===== config.mk =====
export PLATFORM = sky130hd
export DESIGN_NAME = ds_integrator
export DESIGN_NICKNAME = d
export VERILOG_FILES = /design/src/rtl/ds_integrator.sv
export SDC_FILE = /design/constraint.sdc
export NUM_CORES = 1
export LEC_CHECK = 0
export CORE_MARGIN = 1
export CORE_UTILIZATION = 55
export CTS_CLUSTER_SIZE = 14
export DETAILED_ROUTE_END_ITERATION = 16
export GPL_ROUTABILITY_DRIVEN = 0
export MAX_ROUTING_LAYER = met4
export PLACE_DENSITY_LB_ADDON = 0.12
export SLEW_MARGIN = 20
export SYNTH_ARGS = -nofsm -noshare
export SYNTH_HDL_FRONTEND = slang
export SYNTH_SLANG_ARGS = --single-unit

===== constraint.sdc =====
create_clock -name clk -period 5.05 [get_ports clk]
set_clock_uncertainty 0.15 [all_clocks]
set_input_delay 0.505 -clock clk [delete_from_list [all_inputs] [get_ports clk]]
set_output_delay 0.505 -clock clk [all_outputs]
set_load 0.1 [all_outputs]

===== src/rtl/ds_integrator.sv =====
// Saturating loop-filter integrator: y += x - fb, clamped to W-bit signed range.
// One-cycle latency per accepted sample; quantizer feedback is held at zero for SETTLE samples after reset/clear.
module ds_integrator #(
  parameter int W        = 41,
  parameter int FB_SHIFT = 36,
  parameter int SETTLE   = 4
) (
  input  logic                clk,
  input  logic                rst_n,
  input  logic                en,
  input  logic                clr,
  input  logic signed [W-1:0] x,
  input  logic                fb_bit,
  output logic signed [W-1:0] y,
  output logic                y_vld,
  output logic                sat,
  output logic                ovf,
  output logic                settled
);

  localparam int CW = (SETTLE > 0) ? $clog2(SETTLE + 1) : 1;
  localparam logic [CW-1:0] LAST = (SETTLE > 0) ? CW'(SETTLE - 1) : '0;

  // Two guard bits cover y + x + DAC without any intermediate wrap.
  localparam logic signed [W+1:0] DAC     = (W+2)'(1) << FB_SHIFT;
  localparam logic signed [W+1:0] MAX_EXT = {3'b000, {(W-1){1'b1}}};
  localparam logic signed [W+1:0] MIN_EXT = {3'b111, {(W-1){1'b0}}};
  localparam logic signed [W-1:0] MAX_Y   = {1'b0, {(W-1){1'b1}}};
  localparam logic signed [W-1:0] MIN_Y   = {1'b1, {(W-1){1'b0}}};

  typedef enum logic {ST_SETTLE, ST_RUN} state_t;
  localparam state_t ST_INIT = (SETTLE == 0) ? ST_RUN : ST_SETTLE;

  state_t          state, state_nxt;
  logic [CW-1:0]   cnt, cnt_nxt;

  logic signed [W+1:0] y_ext, x_ext, fb, sum;
  logic signed [W-1:0] y_nxt;
  logic                sat_nxt;

  always_ff @(posedge clk) begin
    if (!rst_n || clr) begin
      state <= ST_INIT;
      cnt   <= '0;
    end else begin
      state <= state_nxt;
      cnt   <= cnt_nxt;
    end
  end

  always_comb begin
    state_nxt = state;
    cnt_nxt   = cnt;
    if (en && state == ST_SETTLE) begin
      cnt_nxt = cnt + CW'(1);
      if (cnt == LAST) state_nxt = ST_RUN;
    end
  end

  always_comb begin
    y_ext   = {{2{y[W-1]}}, y};
    x_ext   = {{2{x[W-1]}}, x};
    fb      = '0;
    if (state == ST_RUN) fb = fb_bit ? DAC : -DAC;
    sum     = y_ext + x_ext - fb;
    y_nxt   = sum[W-1:0];
    sat_nxt = 1'b0;
    if (sum > MAX_EXT) begin
      y_nxt   = MAX_Y;
      sat_nxt = 1'b1;
    end else if (sum < MIN_EXT) begin
      y_nxt   = MIN_Y;
      sat_nxt = 1'b1;
    end
  end

  always_ff @(posedge clk) begin
    if (!rst_n || clr) begin
      y       <= '0;
      y_vld   <= 1'b0;
      sat     <= 1'b0;
      ovf     <= 1'b0;
      settled <= (SETTLE == 0);
    end else begin
      y_vld <= en;
      if (en) begin
        y       <= y_nxt;
        sat     <= sat_nxt;
        ovf     <= ovf | sat_nxt;
        settled <= (state_nxt == ST_RUN);
      end
    end
  end

endmodule


# [Yosys cells after proc, flatten, opt, wreduce, memory -nomap -nowiden]
# Index checks and enable logic that the tools add are counted.
# W data, S select, Z words.
[op_classes] n_eq_ne=1 bitwise_logic=2 n_lt_le_gt_ge=2 n_mux=8 add_sub_neg=3 n_reduce_logical=3
[op_table] cell="$mux W43" count=2
[op_table] cell="$mux W41" count=2
[op_table] cell="$gt A43 B41 Y1 const B" count=1
[op_table] cell="$lt A43 B41 Y1 const B" count=1
[op_table] cell="$sub A42 B43 Y43" count=1
[op_table] cell="$add A41 B41 Y42" count=1
[op_table] cell="$mux W1" count=4
[op_table] cell="$add A3 B1 Y3 const B" count=1
[op_table] cell="$eq A3 B2 Y1 const B" count=1
[op_table] cell="$logic_and A1 B1 Y1" count=1
[op_table] cell="$logic_not A1 Y1" count=1
[op_table] cell="$logic_or A1 B1 Y1" count=1
[op_table] cell="$not A1 Y1" count=1
[op_table] cell="$or A1 B1 Y1" count=1
[totals] regBits=49 inputBits=46 out_inout_bits=45

# [Depth between registers and ports, before layout]
[depth] word_depth=7 ltp_mapped=16 ltp_nobuf=13

# [Worst setup path after synthesis]
# OpenSTA, ideal clock, no wires.
[synth_timing] path_type="register -> register" start="register y[33]" end="register y[29]" setup_time_ns=0.122 setup_slack_ns=0.701 arrival_time_ns=4.077 path_buffers=3 path_stages_with_launch=17 required_time_ns=4.778 cell_sequence="dfxtp_1 > inv_1 > ha_1 > inv_1 > ha_1 > buf_2 > a211oi_1 > o21ai_0 > a221oi_1 > o211ai_1 > or3b_1 > xnor2_2 > a21o_1 > and2_4 > buf_6 > buf_6 > a221o_1"
[synth_via] elab_chain_cells=5 word_cells_on_any_way=6 classes_between="add/sub: 2; order compare: 2; mux: 2"
[synth_rtl] item="start: declaration" line_no="14" rtl="output logic signed [W-1:0] y,"
[synth_rtl] item="start signal: assignment" line_no="87" rtl="y <= y_nxt;"
[synth_rtl] item="$add A41 B41 Y42 (*)" line_no="65" rtl="sum = y_ext + x_ext - fb;"
[synth_rtl] item="$sub A42 B43 Y43 (*)" line_no="65"
[synth_rtl] item="$lt A43 B41 Y1" line_no="71" rtl="end else if (sum < MIN_EXT) begin"
[synth_rtl] item="$mux W41" line_no="71"
[synth_rtl] item="$mux W41 (*)" line_no="68" rtl="if (sum > MAX_EXT) begin"
# Mark *: on every way between the ends. The rest lies on a longest branch, timed or not.
# A chain may end at the register's enable or synchronous reset.

# [Worst setup path in the final report]
[layout_timing] start="input fb_bit" end="register y[20]"
[layout_via] elab_chain_cells=6 word_cells_on_any_way=7 classes_between="add/sub: 1; order compare: 2; mux: 4"
[layout_rtl] item="start: declaration" line_no="13" rtl="input logic fb_bit,"
[layout_rtl] item="$mux W43 (*) (2 in a row)" line_no="64" rtl="if (state == ST_RUN) fb = fb_bit ? DAC : -DAC;"
[layout_rtl] item="$sub A42 B43 Y43 (*)" line_no="65"
[layout_rtl] item="$lt A43 B41 Y1" line_no="71"
[layout_rtl] item="$mux W41" line_no="71"
[layout_rtl] item="$mux W41 (*)" line_no="68"
# Marks and branches as above.

==> flow_summary.ini <==
[yosys]
synthArstFlopShare = 0
syn_area_per_cell_um2 = 7.62
ys_types = 66
synth_enable_flop_cells = 0
synth-warning-count = 0
yosys.area.top_type = ha_1
yosysTopAreaCellShare = 0.186
ys_seq_elements = 49
synth.area.top_cells = ha_1 (19%), dfxtp_1 (18%), inv_1 (12%), a221o_1 (7.0%), xnor2_1 (4.4%)
synth_sequential_area_ratio = 0.184
syn-instance-count = 698
syn-cell-area_um2 = 5320
syn_nets = 828
synth_ff_type = dfxtp_1

[die]
total_die_area_um2 = 10100
placement_rows = 35
die_width_um = 100
die_h_um = 100
fp.coreArea_um2 = 9280
start_util = 0.573
ios = 91

[critical_path]
timing.critical_path.required_ns = 5.15
flop2flop_setup_slack_ns = 0.49
worstReg2RegStart = state
crit_path_end = y[20]
crit_path_end_kind = flip-flop
critical_path.startpoint = fb_bit
rr_worst_depth = 14
start_kind = input pin
timing_worst_setup_path_type = input pin to flip-flop
r2r_end = y[20]
worstPathMaxFanout = 19
worst_ep_arrival_time_ns = 4.79

[clocking]
numCtsBuffers = 5
post_cts_hold_buffer_count = 0
clock_tree_root_driver_cell = clkbuf_8
clock_latency_ns = 0.31
cts-htree-levels = 2
clk_pin_slew_worst_paths_ns = 0.10
post_cts_resize_count = 0
numClockSinks = 49
post-cts-setup-buffers = 0
clock_tree_from_tritoncts = done
max-clock-path-buffers = 2

[cells_and_area]
area_growth_syn_to_layout_pct = 20.3
final_common_cell = inv_1
final_design_instance_area_without_fill_um2 = 6400
fin_util = 0.689
ff_latch_area_um2 = 981
layout.filler_cells = 817
final_layout_size_suffix_gt1_frac = 0.0350
multiInputGateArea_um2 = 3540
n_antenna_cell = 0
fin_nets = 901
top_library_cells_by_usage_in_the_layout_fill_and_taps_aside = inv_1 (172), clkdlybuf4s50_1 (90), ha_1 (79)

[routing]
vias = 5064
drt.antenna.violating_nets = 0
detail_route.vias_per_cell = 5.62
postRouteWirelength_mm = 12.4
remaining_drc_errors = 0
initialDrtViolationCount = 236
drtPass1Iterations = 5
wl_per_cell_um = 13.8

[sta]
slew_of_the_pin_with_the_lowest_slew_margin_ns = 0.979
fin_tns_setup_ns = 0
max_freq_ghz = 0.213
worst_hold_slack_ns = 0.326
timing.final.hold_violations = 0
layout_worst_path_cycle_share = 0.929
layout_min_cycle_time_ns = 4.69
unrepaired_setup_endpoints_after_global_routing = no
slew_headroom = 0.345
finalMaxSlewViolations = 0
final_report_setup_violation_count = 0

[outcome]
outcome = finished clean

[power_and_ir_drop]
static-leakage-power_nw = 3.01
power.total_mw = 4.31
power_density_nw_per_um2 = 674
irDropWorstVdd_mv = 0.319

[global_routing]
first_global_vias = 4854
global_routing_usage_summed_across_all_routing_layers = 0.266
grt_max_degree = 37
grt_overflow = 0
antenna_found_initial = 0
grt_first_pass_wirelength_mm = 21.5

[min_path]
hold_path_depth = 1
min-delay-path-class = flip-flop to flip-flop

[place]
detailed_place.area_um2 = 6260
dpl.hpwl_mm = 9.92
port-buffer-count = 90

[flow_run]
timing.max_cap.violations = 0
## cell usage after synthesis (5+ instances only)
library cell / count
a21o_1: 16
fa_1: 5
o211ai_1: 7
a21oi_1: 47
nor2b_1: 7
nor4_1: 5
o21ai_0: 24
nand3_1: 11
nor2_1: 24
nor3_1: 10
xor2_1: 10
o21a_1: 14
nand2_1: 34
dfxtp_1: 49
a221o_1: 37
inv_1: 172
and3_1: 5
nand4_1: 11
ha_1: 79
xnor2_1: 27
buf_2: 9
o21bai_1: 6
clkbuf_1: 12
## stage by stage
step                      cells  worst slack [ns]
after detailed placement    893            0.0667
after global placement      893             0.255
after global routing        901            0.0258
final                       901             0.359
after floorplan             698             0.701
after CTS                   901             0.350
## where the power goes
group	switching (mW)	total (mW)	internal, mW
Clock	0.143	0.340	0.197
Combinational	2.19	3.39	1.20
Sequential	0.0854	0.581	0.496
Total	2.42	4.31	1.89
## worst min-delay path by stage
stage,start,end
after floorplan,cnt[1],cnt[1]
after global placement,ovf,ovf
after detailed placement,ovf,ovf
after CTS,ovf,ovf
after global routing,ovf,ovf
final,ovf,ovf
## flip-flops by register name (all words and copies together), names as in the netlist
| name | cells |
|---|---|
| sat | 1 |
| y | 41 |
| cnt | 3 |
| settled | 1 |
| ovf | 1 |
| y_vld | 1 |
| state | 1 |
## cells by family (layout without fill, tap and decap cells)
kind of cell,after synthesis,after routing,synth area share
buffers and inverters,200,274,0.150
muxes,4,4,0.00776
AOI/OAI and AO/OA,192,192,0.263
and+or+nand+nor,131,131,0.127
DFF,49,49,0.184
adders and majority gates,84,84,0.205
xor gates and xnor gates,38,38,0.0640
## critical path, stage by stage
cell and delay (ns):
clkdlybuf4s50_1 0.39, nor2b_1 0.35, fa_1 0.48, inv_1 0.07, ha_1 0.30, a21oi_1 0.32
o211ai_1 0.19, a21oi_1 0.18, o21ai_1 0.12, a221o_1 0.37, mux2i_1 0.23, o21ai_1 0.12
nor2_2 0.64, buf_4 0.38, a221o_1 0.15
## cell type report
cell class                      instances  share of cell area
Multi-Input combinational cell        449               0.554
Timing Repair Buffer                   94               0.146
Sequential cell                        49               0.153
Tap cell                              129              0.0252
Clock buffer                            5              0.0108
Clock inverter                          3              0.0102
Inverter                              172               0.101
## layer usage
layer | GRT usage | share of wire | up-vias | routed length (µm)
li1 | - | - | 2541 | -
met1 | 0.344 | 0.47 | 2322 | 5820
met2 | 0.443 | 0.46 | 180 | 5710
met3 | 0.0313 | 0.059 | 21 | 738
met4 | 0.0624 | 0.013 | 0 | 159
met5 | - | 0 | - | 0
(Power assumes the default switching activity.)
